==> config.mk <==
export PLATFORM = sky130hd
export DESIGN_NAME = uart_bus_bridge_flat
export DESIGN_NICKNAME = d
export VERILOG_FILES = /design/src/rtl/uart_bus_bridge_if.sv /design/src/rtl/uart_bus_bridge.sv /design/src/flat_wrapper.sv
export SDC_FILE = /design/constraint.sdc
export NUM_CORES = 1
export LEC_CHECK = 0
export BUFFER_PORTS_ARGS = -buffer_cell sky130_fd_sc_hd__buf_2
export CORE_UTILIZATION = 35
export DETAILED_ROUTE_END_ITERATION = 8
export PLACE_DENSITY_LB_ADDON = 0.25
export SLEW_MARGIN = 20
export SYNTH_ARGS = -nofsm -noshare
export SYNTH_HDL_FRONTEND = slang
export SYNTH_SLANG_ARGS = --single-unit
==> constraint.sdc <==
create_clock -name clk -period 6.05 [get_ports clk]
set_input_delay 0.3025 -clock clk [delete_from_list [all_inputs] [get_ports clk]]
set_output_delay 0.3025 -clock clk [all_outputs]
set_load 0.1 [all_outputs]
==> src/rtl/uart_bus_bridge_if.sv <==
// Single-cycle memory-mapped bus shared by the core and the UART bridge.
// The initiator drives the strobe, address, data and size. The responder returns read data.
interface uart_bus_bridge_if;
    logic        we;
    logic [31:0] a;
    logic [31:0] wd;
    logic [2:0]  funct3;
    logic [31:0] rd;

    modport master (output we, output a, output wd, output funct3, input rd);
    modport slave  (input we, input a, input wd, input funct3, output rd);
endinterface

==> src/rtl/uart_bus_bridge.sv <==
// UART-to-bus initiator: decodes 8N1 read/write command frames from a host, issues one
// word access on the memory-mapped bus and replies over tx.
module uart_bus_bridge #(
    parameter int unsigned CLKS_PER_BIT   = 868,
    parameter int unsigned TIMEOUT_CYCLES = 1_000_000
) (
    input  logic              clk,
    input  logic              reset_n,
    input  logic              rx,
    output logic              tx,
    output logic              busy,
    uart_bus_bridge_if.master bus
);

    localparam int unsigned     CntW     = $clog2(CLKS_PER_BIT);
    localparam int unsigned     ToW      = $clog2(TIMEOUT_CYCLES);
    localparam logic [CntW-1:0] BitLast  = CntW'(CLKS_PER_BIT - 1);
    localparam logic [CntW-1:0] HalfLast = CntW'(CLKS_PER_BIT / 2 - 1);
    localparam logic [ToW-1:0]  ToLast   = ToW'(TIMEOUT_CYCLES - 1);
    localparam logic [7:0]      OpWrite  = 8'h57;
    localparam logic [7:0]      OpRead   = 8'h52;
    localparam logic [7:0]      WrAck    = 8'h4B;

    typedef enum logic [1:0] {RxIdle, RxStart, RxData, RxStop} rx_state_e;
    typedef enum logic [2:0] {PIdle, PAddr, PData, PExec, PResp} p_state_e;

    logic            rx_s1_q, rx_s2_q, rx_prev_q;
    rx_state_e       rx_state_q, rx_state_d;
    logic [CntW-1:0] rx_cnt_q, rx_cnt_d;
    logic [2:0]      rx_bit_q, rx_bit_d;
    logic [7:0]      rx_shift_q, rx_shift_d;
    logic            rx_valid_q, rx_valid_d;
    logic            rx_ferr_q, rx_ferr_d;

    p_state_e        p_state_q, p_state_d;
    logic [1:0]      p_cnt_q, p_cnt_d;
    logic            is_wr_q, is_wr_d;
    logic [31:0]     addr_q, addr_d;
    logic [31:0]     data_q, data_d;
    logic [ToW-1:0]  to_cnt_q, to_cnt_d;
    logic [31:0]     a_q, a_d;
    logic [31:0]     wd_q, wd_d;
    logic            tx_start;

    logic            tx_active_q, tx_active_d;
    logic [9:0]      tx_frame_q, tx_frame_d;
    logic [3:0]      tx_bit_q, tx_bit_d;
    logic [CntW-1:0] tx_cnt_q, tx_cnt_d;
    logic [1:0]      tx_left_q, tx_left_d;
    logic [31:0]     resp_q, resp_d;
    logic            tx_done;

    // Receiver: edge-triggered start, then sample at mid-bit.
    always_comb begin
        rx_state_d = rx_state_q;
        rx_cnt_d   = rx_cnt_q + CntW'(1);
        rx_bit_d   = rx_bit_q;
        rx_shift_d = rx_shift_q;
        rx_valid_d = 1'b0;
        rx_ferr_d  = 1'b0;
        unique case (rx_state_q)
            RxIdle: begin
                rx_cnt_d = '0;
                if (rx_prev_q && !rx_s2_q) rx_state_d = RxStart;
            end
            RxStart: begin
                if (rx_cnt_q == HalfLast) begin
                    rx_cnt_d   = '0;
                    rx_bit_d   = '0;
                    rx_state_d = rx_s2_q ? RxIdle : RxData;
                end
            end
            RxData: begin
                if (rx_cnt_q == BitLast) begin
                    rx_cnt_d   = '0;
                    rx_shift_d = {rx_s2_q, rx_shift_q[7:1]};
                    rx_bit_d   = rx_bit_q + 3'd1;
                    if (rx_bit_q == 3'd7) rx_state_d = RxStop;
                end
            end
            RxStop: begin
                if (rx_cnt_q == BitLast) begin
                    rx_state_d = RxIdle;
                    rx_valid_d = rx_s2_q;
                    rx_ferr_d  = !rx_s2_q;
                end
            end
            default: rx_state_d = RxIdle;
        endcase
    end

    // Parser: bytes are only consumed while collecting a command.
    always_comb begin
        p_state_d = p_state_q;
        p_cnt_d   = p_cnt_q;
        is_wr_d   = is_wr_q;
        addr_d    = addr_q;
        data_d    = data_q;
        to_cnt_d  = '0;
        a_d       = a_q;
        wd_d      = wd_q;
        tx_start  = 1'b0;
        unique case (p_state_q)
            PIdle: begin
                if (rx_valid_q && (rx_shift_q == OpWrite || rx_shift_q == OpRead)) begin
                    is_wr_d   = (rx_shift_q == OpWrite);
                    p_cnt_d   = '0;
                    p_state_d = PAddr;
                end
            end
            PAddr, PData: begin
                if (rx_ferr_q) begin
                    p_state_d = PIdle;
                end else if (rx_valid_q) begin
                    p_cnt_d = p_cnt_q + 2'd1;
                    if (p_state_q == PAddr) addr_d = {addr_q[23:0], rx_shift_q};
                    else                    data_d = {data_q[23:0], rx_shift_q};
                    if (p_cnt_q == 2'd3) begin
                        if (p_state_q == PAddr && is_wr_q) begin
                            p_state_d = PData;
                        end else begin
                            p_state_d = PExec;
                            a_d       = (p_state_q == PAddr) ? {addr_q[23:0], rx_shift_q} : addr_q;
                            if (p_state_q == PData) wd_d = {data_q[23:0], rx_shift_q};
                        end
                    end
                end else if (to_cnt_q == ToLast) begin
                    p_state_d = PIdle;
                end else begin
                    to_cnt_d = to_cnt_q + ToW'(1);
                end
            end
            PExec: begin
                tx_start  = 1'b1;
                p_state_d = PResp;
            end
            PResp: if (tx_done) p_state_d = PIdle;
            default: p_state_d = PIdle;
        endcase
    end

    assign tx_done = tx_active_q && (tx_cnt_q == BitLast) && (tx_bit_q == 4'd9) &&
                     (tx_left_q == 2'd0);

    // Transmitter: frame[0] is the current line level; stop bits shift in ones.
    always_comb begin
        tx_active_d = tx_active_q;
        tx_frame_d  = tx_frame_q;
        tx_bit_d    = tx_bit_q;
        tx_cnt_d    = tx_cnt_q + CntW'(1);
        tx_left_d   = tx_left_q;
        resp_d      = resp_q;
        if (tx_start) begin
            tx_active_d = 1'b1;
            tx_bit_d    = '0;
            tx_cnt_d    = '0;
            if (is_wr_q) begin
                tx_frame_d = {1'b1, WrAck, 1'b0};
                tx_left_d  = 2'd0;
            end else begin
                tx_frame_d = {1'b1, bus.rd[31:24], 1'b0};
                resp_d     = {bus.rd[23:0], 8'h00};
                tx_left_d  = 2'd3;
            end
        end else if (tx_active_q) begin
            if (tx_cnt_q == BitLast) begin
                tx_cnt_d = '0;
                if (tx_bit_q != 4'd9) begin
                    tx_frame_d = {1'b1, tx_frame_q[9:1]};
                    tx_bit_d   = tx_bit_q + 4'd1;
                end else if (tx_left_q == 2'd0) begin
                    tx_active_d = 1'b0;
                end else begin
                    tx_frame_d = {1'b1, resp_q[31:24], 1'b0};
                    resp_d     = {resp_q[23:0], 8'h00};
                    tx_left_d  = tx_left_q - 2'd1;
                    tx_bit_d   = '0;
                end
            end
        end else begin
            tx_cnt_d = '0;
        end
    end

    always_ff @(posedge clk) begin
        if (!reset_n) begin
            rx_s1_q     <= 1'b1;
            rx_s2_q     <= 1'b1;
            rx_prev_q   <= 1'b1;
            rx_state_q  <= RxIdle;
            rx_cnt_q    <= '0;
            rx_bit_q    <= '0;
            rx_shift_q  <= '0;
            rx_valid_q  <= 1'b0;
            rx_ferr_q   <= 1'b0;
            p_state_q   <= PIdle;
            p_cnt_q     <= '0;
            is_wr_q     <= 1'b0;
            addr_q      <= '0;
            data_q      <= '0;
            to_cnt_q    <= '0;
            a_q         <= '0;
            wd_q        <= '0;
            tx_active_q <= 1'b0;
            tx_frame_q  <= '1;
            tx_bit_q    <= '0;
            tx_cnt_q    <= '0;
            tx_left_q   <= '0;
            resp_q      <= '0;
        end else begin
            rx_s1_q     <= rx;
            rx_s2_q     <= rx_s1_q;
            rx_prev_q   <= rx_s2_q;
            rx_state_q  <= rx_state_d;
            rx_cnt_q    <= rx_cnt_d;
            rx_bit_q    <= rx_bit_d;
            rx_shift_q  <= rx_shift_d;
            rx_valid_q  <= rx_valid_d;
            rx_ferr_q   <= rx_ferr_d;
            p_state_q   <= p_state_d;
            p_cnt_q     <= p_cnt_d;
            is_wr_q     <= is_wr_d;
            addr_q      <= addr_d;
            data_q      <= data_d;
            to_cnt_q    <= to_cnt_d;
            a_q         <= a_d;
            wd_q        <= wd_d;
            tx_active_q <= tx_active_d;
            tx_frame_q  <= tx_frame_d;
            tx_bit_q    <= tx_bit_d;
            tx_cnt_q    <= tx_cnt_d;
            tx_left_q   <= tx_left_d;
            resp_q      <= resp_d;
        end
    end

    assign tx         = tx_frame_q[0];
    assign busy       = (p_state_q != PIdle);
    assign bus.we     = (p_state_q == PExec) && is_wr_q;
    assign bus.a      = a_q;
    assign bus.wd     = wd_q;
    assign bus.funct3 = 3'b010;

endmodule

==> src/flat_wrapper.sv <==
// flat-port wrapper written by rule: the top's interface ports become plain ports
module uart_bus_bridge_flat 
#(
    parameter int unsigned CLKS_PER_BIT   = 868,
    parameter int unsigned TIMEOUT_CYCLES = 1_000_000
)
  (clk, reset_n, rx, tx, busy, bus_we, bus_a, bus_wd, bus_funct3, bus_rd);
  uart_bus_bridge_if bus_i ();
  input  logic clk;
  input  logic reset_n;
  input  logic rx;
  output logic tx;
  output logic busy;
  output wire logic [$bits(bus_i.we)-1:0] bus_we;
  output wire logic [$bits(bus_i.a)-1:0] bus_a;
  output wire logic [$bits(bus_i.wd)-1:0] bus_wd;
  output wire logic [$bits(bus_i.funct3)-1:0] bus_funct3;
  input wire logic [$bits(bus_i.rd)-1:0] bus_rd;
  assign bus_we = bus_i.we;
  assign bus_a = bus_i.a;
  assign bus_wd = bus_i.wd;
  assign bus_funct3 = bus_i.funct3;
  assign bus_i.rd = bus_rd;
  uart_bus_bridge #(.CLKS_PER_BIT(CLKS_PER_BIT), .TIMEOUT_CYCLES(TIMEOUT_CYCLES)) u_core (.clk(clk), .reset_n(reset_n), .rx(rx), .tx(tx), .busy(busy), .bus(bus_i));
endmodule
==> metrics.md, run 1 <==
| Metric | Value |
|---|---|
| Mean instance size in the synthesized netlist | `8.38 µm²` |
| Routability cong. | `0.741` |
| Worst reg2reg path endpoint | `u_core.resp_q[29]` |
| Initial antenna violation count | `0` |
| Vias after detailed routing | `7460` |
| Area of the die | `0.0267 mm²` |
| Number of gates given a new drive strength after cts | `0` |
| Switch share | `0.223` |
| Primary flip-flop cell chosen by synthesis mapping | `dfxtp_1` |
| Number of hold buffers added after cts | `1` |
| Global-route wire length before repair | `34300 µm` |
| Via density per instance | `4.98` |
| Critical hold path startpoint | `bus_rd[0]` |
| Cell-internal power | `2.44 mW` |
| Layout Cells excl Fill | `1499` |
| Hold worst-path end | `u_core.resp_q[8]` |
| Leakage | `3.74 nW` |
| Worst Tran Pin Value | `1.01 ns` |
| Final cell utilization of the core | `0.420` |
| CORE AREA | `0.0254 mm²` |
| Cell depth of the worst flop-to-flop path | `4` |
| Setup CP Type | `reg2out` |
| Syn Inst Count | `1088` |
| Sw power | `0.701 mW` |
| Port Buffers | `101` |
| Share of layout cells above drive strength 1 | `0.138` |
| Number of global-route vias before repair | `6950` |
| Worst EP required | `5.75 ns` |
| P per Cell Area | `294 mW/mm²` |
| Hold Crit Class | `in2reg` |
| Count of final hold-check violations | `0` |
| Final Slew Violations | `0` |
| Aggregate global-route resource usage | `0.155` |
| Share of the synthesized area in the top cell type | `0.492` |
| DPL Wire Length | `13200 µm` |
| Peak supply drop | `0.166 mV` |
| Layout Cell Area excl Fill | `0.0107 mm²` |
| Width of the chip | `163 µm` |
| Detailed router's first-iteration violation count | `506` |
| Slew HR | `0.328` |
| Post-synthesis register bit count | `224` |
| Fraction of the yosys area taken by sequential cells | `0.492` |
| Maximum buffer depth of the clock tree | `3` |
| WHS Path Cells | `3` |
| Core Rows | `58` |
| Die height | `163 µm` |
| Largest net degree at the start of global routing | `100` |
| Post-layout power | `3.14 mW` |
| Distinct cells, synth | `50` |
| Post-CTS Setup Inserts | `0` |
| Effective utilization at floorplan | `0.359` |
| Commonest non-fill, non-tap cells in the layout | `241 x nand2_1, 224 x dfxtp_1, 132 x a21oi_1` |
| Clock latency reported for the late side of the worst-skew pair | `0.54 ns` |
| Final nets | `1200` |
| Proportion of synthesized flip-flops having asynchronous set or reset | `0` |
| Period utilisation layout | `0.472` |
| Setup repair after global routing missed its margin | `false` |
| Layout area overhead | `16.9%` |
| Share of power burned in the clock network | `0.477` |
| Result of the run | `finished clean` |
| Setup WS pre-CTS | `3.38 ns` |
| Wire length per cell | `13.9 µm` |
| Post-route worst hold slack | `0.0218 ns` |
| Final global-route overflow total | `0` |
| IO Count | `105` |
| Netlist area before placement | `0.00912 mm²` |
| Largest area contributor in the synthesized netlist | `dfxtp_1` |
| # diodes | `0` |
| Crit-path max FO | `21` |
| Max cap viols | `0` |
| Setup slack of the most critical reg-to-reg path | `3.33 ns` |
| Worst EP arrival | `2.55 ns` |
| Most common library cell in the layout ignoring fill and taps | `nand2_1` |
| Final wirelength | `20800 µm` |
| Total negative slack for setup checks | `0 ns` |
| # DRC | `0` |
| Maximum clock rate | `350 MHz` |
| Element type at the critical path end | `primary output` |
| Number of warnings reported in the yosys synthesis log | `0` |
| DP Cell Count | `1454` |
| Worst reg2reg path startpoint | `u_core.p_state_q[2]` |
| CTS H-tree lvls | `1` |
| TritonCTS buffer count | `25` |
| Critical Path Source Type | `register` |
| Final critical path time including I/O delays and setup | `2.86 ns` |
| Combinational share of power | `0.047` |
| Seq pwr share | `0.475` |
| Clock tree skew after final layout | `0.0263 ns` |
| CTS tree | `built` |
| Cell at the root of the clock tree | `clkbuf_16` |
| Post-detailed-placement cell area | `0.00982 mm²` |
| TritonCTS Sinks | `224` |
| Final setup slack of the worst path | `3.19 ns` |
| Most area-consuming cells after synthesis | `dfxtp_1 49%, nand2_1 10%, a21oi_1 7.3%` |
| Number of iterations in the first detailed-routing pass | `4` |
| Clock-pin slew of the registers on the worst-case setup and hold paths | `0.06 ns` |
| Remaining antenna violation count after routing | `0` |
| Setup violations, final | `0` |
| Post-synth EDFFs | `0` |
state kept, by name, indices dropped and copies added, names as in the netlist, 3 cells and up, named ones only:
signal and cells:
u_core.resp_q 24, u_core.rx_shift_q 8, u_core.data_q 24, u_core.tx_cnt_q 10, u_core.bus.a 32, u_core.addr_q 32, u_core.tx_frame_q 9, u_core.bus.wd 32
u_core.p_state_q 3, u_core.rx_cnt_q 10, u_core.rx_bit_q 3, u_core.to_cnt_q 20, u_core.tx_bit_q 4
worst max-delay path, stage by stage (launching register included):
cell and delay (ns):
dfxtp_1 0.51, nand3b_1 0.61, nor2_1 0.41, buf_2 0.49
area by class of cell:
| cell class | count | area [µm²] |
|---|---|---|
| fillers | 2599 | 14700 |
| flip-flops and latches | 224 | 4480 |
| multi-input cells | 759 | 4250 |
| clock buffers | 41 | 766 |
| repair buffers | 108 | 568 |
| well taps | 330 | 413 |
| inverters | 34 | 130 |
| clock inverters | 3 | 55.1 |
synth_stat cells (7+ instances only):
master and instances:
nand2_1 242, dfxtp_1 224, a21oi_1 133, nor2_1 91, clkbuf_1 53, mux2i_1 40
nand3_1 37, a211oi_1 34, inv_1 33, xnor2_1 22, xor2_1 17, o221ai_1 16
buf_2 13, ha_1 13, o211ai_1 12, o21ai_0 11, nor4_1 9, and3_1 8
nand2b_1 7, nand4_1 7, nor3_1 7
cell families after synthesis:
family          after synthesis  share of synthesized area
flops                       224                      0.492
buf+inv                     106                     0.0466
other cells                   2                   0.000823
mux                          42                     0.0464
simple gates                439                      0.211
xor+xnor                     39                     0.0374
fa+ha+maj                    13                     0.0178
compound gates              223                      0.149
routing by layer:
metal	global-route usage	part of all wire
met5	0	0
met4	0.0463	0.019
met3	0.0289	0.044
met2	0.243	0.45
met1	0.216	0.49
power groups by stage:
| stage | Clock, mW | Combinational [mW] | Sequential, mW |
|---|---|---|---|
| floorplan | 0 | 0.118 | 1.52 |
| global placement | 0 | 0.149 | 1.52 |
| detailed placement | 0 | 0.149 | 1.52 |
| CTS | 1.54 | 0.151 | 1.49 |
| global route | 1.60 | 0.165 | 1.49 |
| finish | 1.50 | 0.149 | 1.49 |
worst max-delay path by stage:
stage	end	slack (ns)	start	cells after the start
after floorplan	bus_we	3.37	u_core.p_state_q[2]	5
after global placement	u_core.resp_q[16]	3.30	u_core.p_state_q[2]	4
after detailed placement	u_core.resp_q[27]	3.38	u_core.p_state_q[2]	4
after CTS	bus_we	3.15	u_core.p_state_q[0]	3
after global routing	u_core.resp_q[23]	2.96	u_core.tx_bit_q[0]	5
final	bus_we	3.19	u_core.p_state_q[0]	3
No activity file was read; power rests on OpenSTA's default activity.
==> run 2, diff against run 1 <==
Clock period 6.05 ns to 2.9 ns, I/O delays scaled along.
==> metrics.md, run 2 (synthesis gave the netlist of run 1 again) <==
| Metric | Value |
|---|---|
| Number of hold buffers added after cts | `31` |
| Detailed router's first-iteration violation count | `589` |
| Max cap viols | `0` |
| Clock-pin slew of the registers on the worst-case setup and hold paths | `0.05 ns` |
| Final Slew Violations | `0` |
| Post-route worst hold slack | `0.0412 ns` |
| Vias after detailed routing | `7581` |
| Worst Tran Pin Value | `1.06 ns` |
| Number of global-route vias before repair | `6966` |
| Post-detailed-placement cell area | `0.00994 mm²` |
| Final nets | `1246` |
| Total negative slack for setup checks | `0 ns` |
| Final setup slack of the worst path | `0.498 ns` |
| Width of the chip | `163 µm` |
| # DRC | `0` |
| Leakage | `3.89 nW` |
| Cell at the root of the clock tree | `clkbuf_16` |
| Commonest non-fill, non-tap cells in the layout | `242 x nand2_1, 224 x dfxtp_1, 133 x a21oi_1` |
| Crit-path max FO | `13` |
| Share of layout cells above drive strength 1 | `0.137` |
| Post-layout power | `6.33 mW` |
| Aggregate global-route resource usage | `0.157` |
| Remaining antenna violation count after routing | `0` |
| Final wirelength | `21000 µm` |
| Wire length per cell | `13.7 µm` |
| Routability cong. | `0.780` |
| Slew HR | `0.293` |
| Clock latency reported for the late side of the worst-skew pair | `0.53 ns` |
| CTS H-tree lvls | `1` |
| Critical Path Source Type | `register` |
| # diodes | `0` |
| Setup WS pre-CTS | `0.554 ns` |
| Post-CTS Setup Inserts | `0` |
| Worst EP required | `2.76 ns` |
| Final cell utilization of the core | `0.433` |
| Initial antenna violation count | `0` |
| Setup CP Type | `reg2out` |
| Number of iterations in the first detailed-routing pass | `5` |
| Port Buffers | `101` |
| Layout Cell Area excl Fill | `0.0110 mm²` |
| Clock tree skew after final layout | `0.0275 ns` |
| Effective utilization at floorplan | `0.359` |
| Maximum clock rate | `416 MHz` |
| Setup violations, final | `0` |
| Final critical path time including I/O delays and setup | `2.40 ns` |
| Area of the die | `0.0267 mm²` |
| Via density per instance | `4.93` |
| Setup repair after global routing missed its margin | `false` |
| TritonCTS Sinks | `224` |
| IO Count | `105` |
| Number of gates given a new drive strength after cts | `0` |
| Period utilisation layout | `0.828` |
| CORE AREA | `0.0254 mm²` |
| Peak supply drop | `0.338 mV` |
| Layout area overhead | `20.4%` |
| Layout Cells excl Fill | `1538` |
| Largest net degree at the start of global routing | `55` |
| Worst EP arrival | `2.26 ns` |
| TritonCTS buffer count | `26` |
| DPL Wire Length | `13500 µm` |
| CTS tree | `built` |
| P per Cell Area | `576 mW/mm²` |
| Die height | `163 µm` |
| DP Cell Count | `1469` |
| Maximum buffer depth of the clock tree | `3` |
| Element type at the critical path end | `primary output` |
| Final global-route overflow total | `0` |
| Hold Crit Class | `in2reg` |
| Global-route wire length before repair | `34800 µm` |
| Core Rows | `58` |
| Most common library cell in the layout ignoring fill and taps | `nand2_1` |
| Count of final hold-check violations | `0` |
| Result of the run | `finished clean` |
-- run 2: report_power, final --
group | internal (mW) | switching, mW | total (mW)
combinational | 0.136 | 0.211 | 0.346
sequential | 3.09 | 0.0203 | 3.11
clock | 1.68 | 1.20 | 2.87
total | 4.91 | 1.43 | 6.33
-- run 2: final timing paths --
kind,cells after the start,slack [ns],startpoint,end
setup / recovery,4,0.50,u_core.p_state_q[0],bus_we
hold / removal,2,0.04,reset_n,u_core.tx_frame_q[0]
setup reg to reg,5,0.60,u_core.tx_cnt_q[0],u_core.tx_frame_q[8]
hold reg to reg,1,0.40,u_core.rx_s1_q,u_core.rx_s2_q
-- run 2: final cells by class --
cell class | instances | area (µm²)
well taps | 330 | 413
clock buffers | 36 | 708
repair buffers | 153 | 998
clock inverters | 2 | 25.0
multi-input cells | 759 | 4230
flip-flops and latches | 224 | 4480
fillers | 2559 | 14400
inverters | 34 | 130
-- run 2: metal layers --
metal  GRT usage  part of all wire
met1       0.216              0.49
met5           0                 0
met2       0.253              0.46
met4      0.0404             0.016
met3      0.0251             0.044
-- run 2: worst max-delay path, cell delays in order (launching register included) --
cell,delay (ns)
dfxtp_1,0.51
nand3b_1,0.34
buf_4,0.30
nor2_1,0.14
buf_2,0.45
==> run 3, diff against run 2 <==
Clock period 2.9 ns to 2.45 ns, I/O delays scaled along.
==> metrics.md, run 3 (synthesis gave the netlist of run 1 again) <==
| Metric | Value |
|---|---|
| Seq pwr share | `0.455` |
| Post-layout power | `8.09 mW` |
| Result of the run | `finished clean` |
| Detailed router's first-iteration violation count | `440` |
| # DRC | `0` |
| Most common library cell in the layout ignoring fill and taps | `nand2_1` |
| Wire length per cell | `13.8 µm` |
| Final Slew Violations | `0` |
| Global-route wire length before repair | `35800 µm` |
| Initial antenna violation count | `0` |
| DP Cell Count | `1477` |
| Count of final hold-check violations | `0` |
| Worst Tran Pin Value | `0.657 ns` |
| Critical Path Source Type | `register` |
| Layout Cell Area excl Fill | `0.0112 mm²` |
| P per Cell Area | `720 mW/mm²` |
| Port Buffers | `101` |
| Final critical path time including I/O delays and setup | `2.25 ns` |
| Clock tree skew after final layout | `0.0109 ns` |
| Element type at the critical path end | `primary output` |
| Aggregate global-route resource usage | `0.161` |
| Final nets | `1255` |
| Final cell utilization of the core | `0.442` |
| TritonCTS Sinks | `224` |
| Total of fill cells in the finished design | `2516` |
| Period utilisation layout | `0.917` |
| Cell-internal power | `6.33 mW` |
| Cell at the root of the clock tree | `clkbuf_16` |
| Maximum buffer depth of the clock tree | `3` |
| Sw power | `1.77 mW` |
| Area of the die | `0.0267 mm²` |
| Total negative slack for setup checks | `0 ns` |
| Combinational share of power | `0.052` |
| Post-CTS Setup Inserts | `0` |
| Vias after detailed routing | `7665` |
| # diodes | `0` |
| Layout area overhead | `23.2%` |
| CTS H-tree lvls | `1` |
| CORE AREA | `0.0254 mm²` |
| Register area | `0.00448 mm²` |
| Effective utilization at floorplan | `0.359` |
| Setup repair after global routing missed its margin | `false` |
| Cell-by-cell trace of the critical path | `nand3b_1 > buf_4 > nor2_2 > buf_2` |
| Routability cong. | `0.766` |
| Peak supply drop | `0.544 mV` |
| Total area of multi-input combinational cells | `0.00424 mm²` |
| Number of iterations in the first detailed-routing pass | `4` |
| Remaining antenna violation count after routing | `0` |
| CP max stage delay | `0.44 ns` |
| Worst EP arrival | `2.12 ns` |
| Maximum clock rate | `445 MHz` |
| Share of layout cells above drive strength 1 | `0.154` |
| Leakage | `4.03 nW` |
| Category of cells accounting for the largest share of critical-path delay | `buffers and inverters` |
| Max cap viols | `0` |
| Largest net degree at the start of global routing | `65` |
| Slew HR | `0.562` |
| Clock latency reported for the late side of the worst-skew pair | `0.52 ns` |
| Setup CP Type | `reg2out` |
| IO Count | `105` |
| Core Rows | `58` |
| TritonCTS buffer count | `26` |
| Final global-route overflow total | `0` |
| Clock-pin slew of the registers on the worst-case setup and hold paths | `0.06 ns` |
| Share of power burned in the clock network | `0.493` |
| Width of the chip | `163 µm` |
| Setup violations, final | `0` |
| CTS tree | `built` |
| Via density per instance | `4.93` |
| Number of global-route vias before repair | `7166` |
| Final wirelength | `21400 µm` |
| Die height | `163 µm` |
| Hold Crit Class | `in2reg` |
| Switch share | `0.218` |
| DPL Wire Length | `13600 µm` |
| Worst EP required | `2.33 ns` |
| Layout Cells excl Fill | `1556` |
| Commonest non-fill, non-tap cells in the layout | `242 x nand2_1, 224 x dfxtp_1, 132 x a21oi_1` |
| Post-detailed-placement cell area | `0.0100 mm²` |
| Crit path max-delay cell type | `buf_2` |
| Crit-path max FO | `16` |
| CP Buf/Inv Count | `2` |
## run 3: cell types whose count changed in the layout (fill, tap and decap cells not counted), moves of 2 or more
cell / previous run / this run
clkinv_2: 0 / 5
clkinvlp_4: 0 / 2
bufinv_16: 0 / 3
clkbuf_1: 8 / 4
buf_4: 19 / 26
clkbuf_8: 2 / 6
## run 3: final timing paths
path / slack [ns] / start / cells after the start / endpoint
worst max-delay path: 0.20 / u_core.p_state_q[2] / 4 / bus_we
worst min-delay path: 0.02 / reset_n / 2 / u_core.rx_prev_q
worst min register to register: 0.44 / u_core.rx_s1_q / 1 / u_core.rx_s2_q
worst max register to register: 0.28 / u_core.to_cnt_q[11] / 5 / u_core.p_state_q[1]
## run 3: metrics by stage
stage / setup slack (ns) / hold slack (ns)
4_1_cts: 0.181 / 0.00513
2_1_floorplan: 0.166 / 0.218
5_1_grt: 0.0336 / 0.0359
6_report: 0.204 / 0.0212
3_5_place_dp: 0.172 / 0.316
3_3_place_gp: 0.239 / 0.310
## run 3: area by class of cell
cell class | count | area share
Multi-Input combinational cell | 759 | 0.377
Tap cell | 330 | 0.0367
Clock buffer | 37 | 0.0688
Sequential cell | 224 | 0.399
Clock inverter | 10 | 0.0116
Inverter | 34 | 0.0116
Timing Repair Buffer | 162 | 0.0954
## run 3: layer usage
| metal | share of wire | track usage |
|---|---|---|
| met1 | 0.48 | 0.223 |
| met2 | 0.46 | 0.258 |
| met3 | 0.034 | 0.0246 |
| met4 | 0.021 | 0.0433 |
| met5 | 0 | 0 |
## run 3: power groups by stage
stage	clock network (mW)	registers (mW)	logic, mW
after floorplan	0	3.75	0.290
after global placement	0	3.76	0.381
after detailed placement	0	3.76	0.380
after CTS	4.10	3.68	0.422
after global routing	4.26	3.69	0.457
final	3.99	3.68	0.420
## run 3: repair_timing
item                                    CTS  global route
gates resized for setup                   0             1
hold endpoints to repair                 32             0
endpoints found under the setup margin    0             3
hold buffers                             32             0
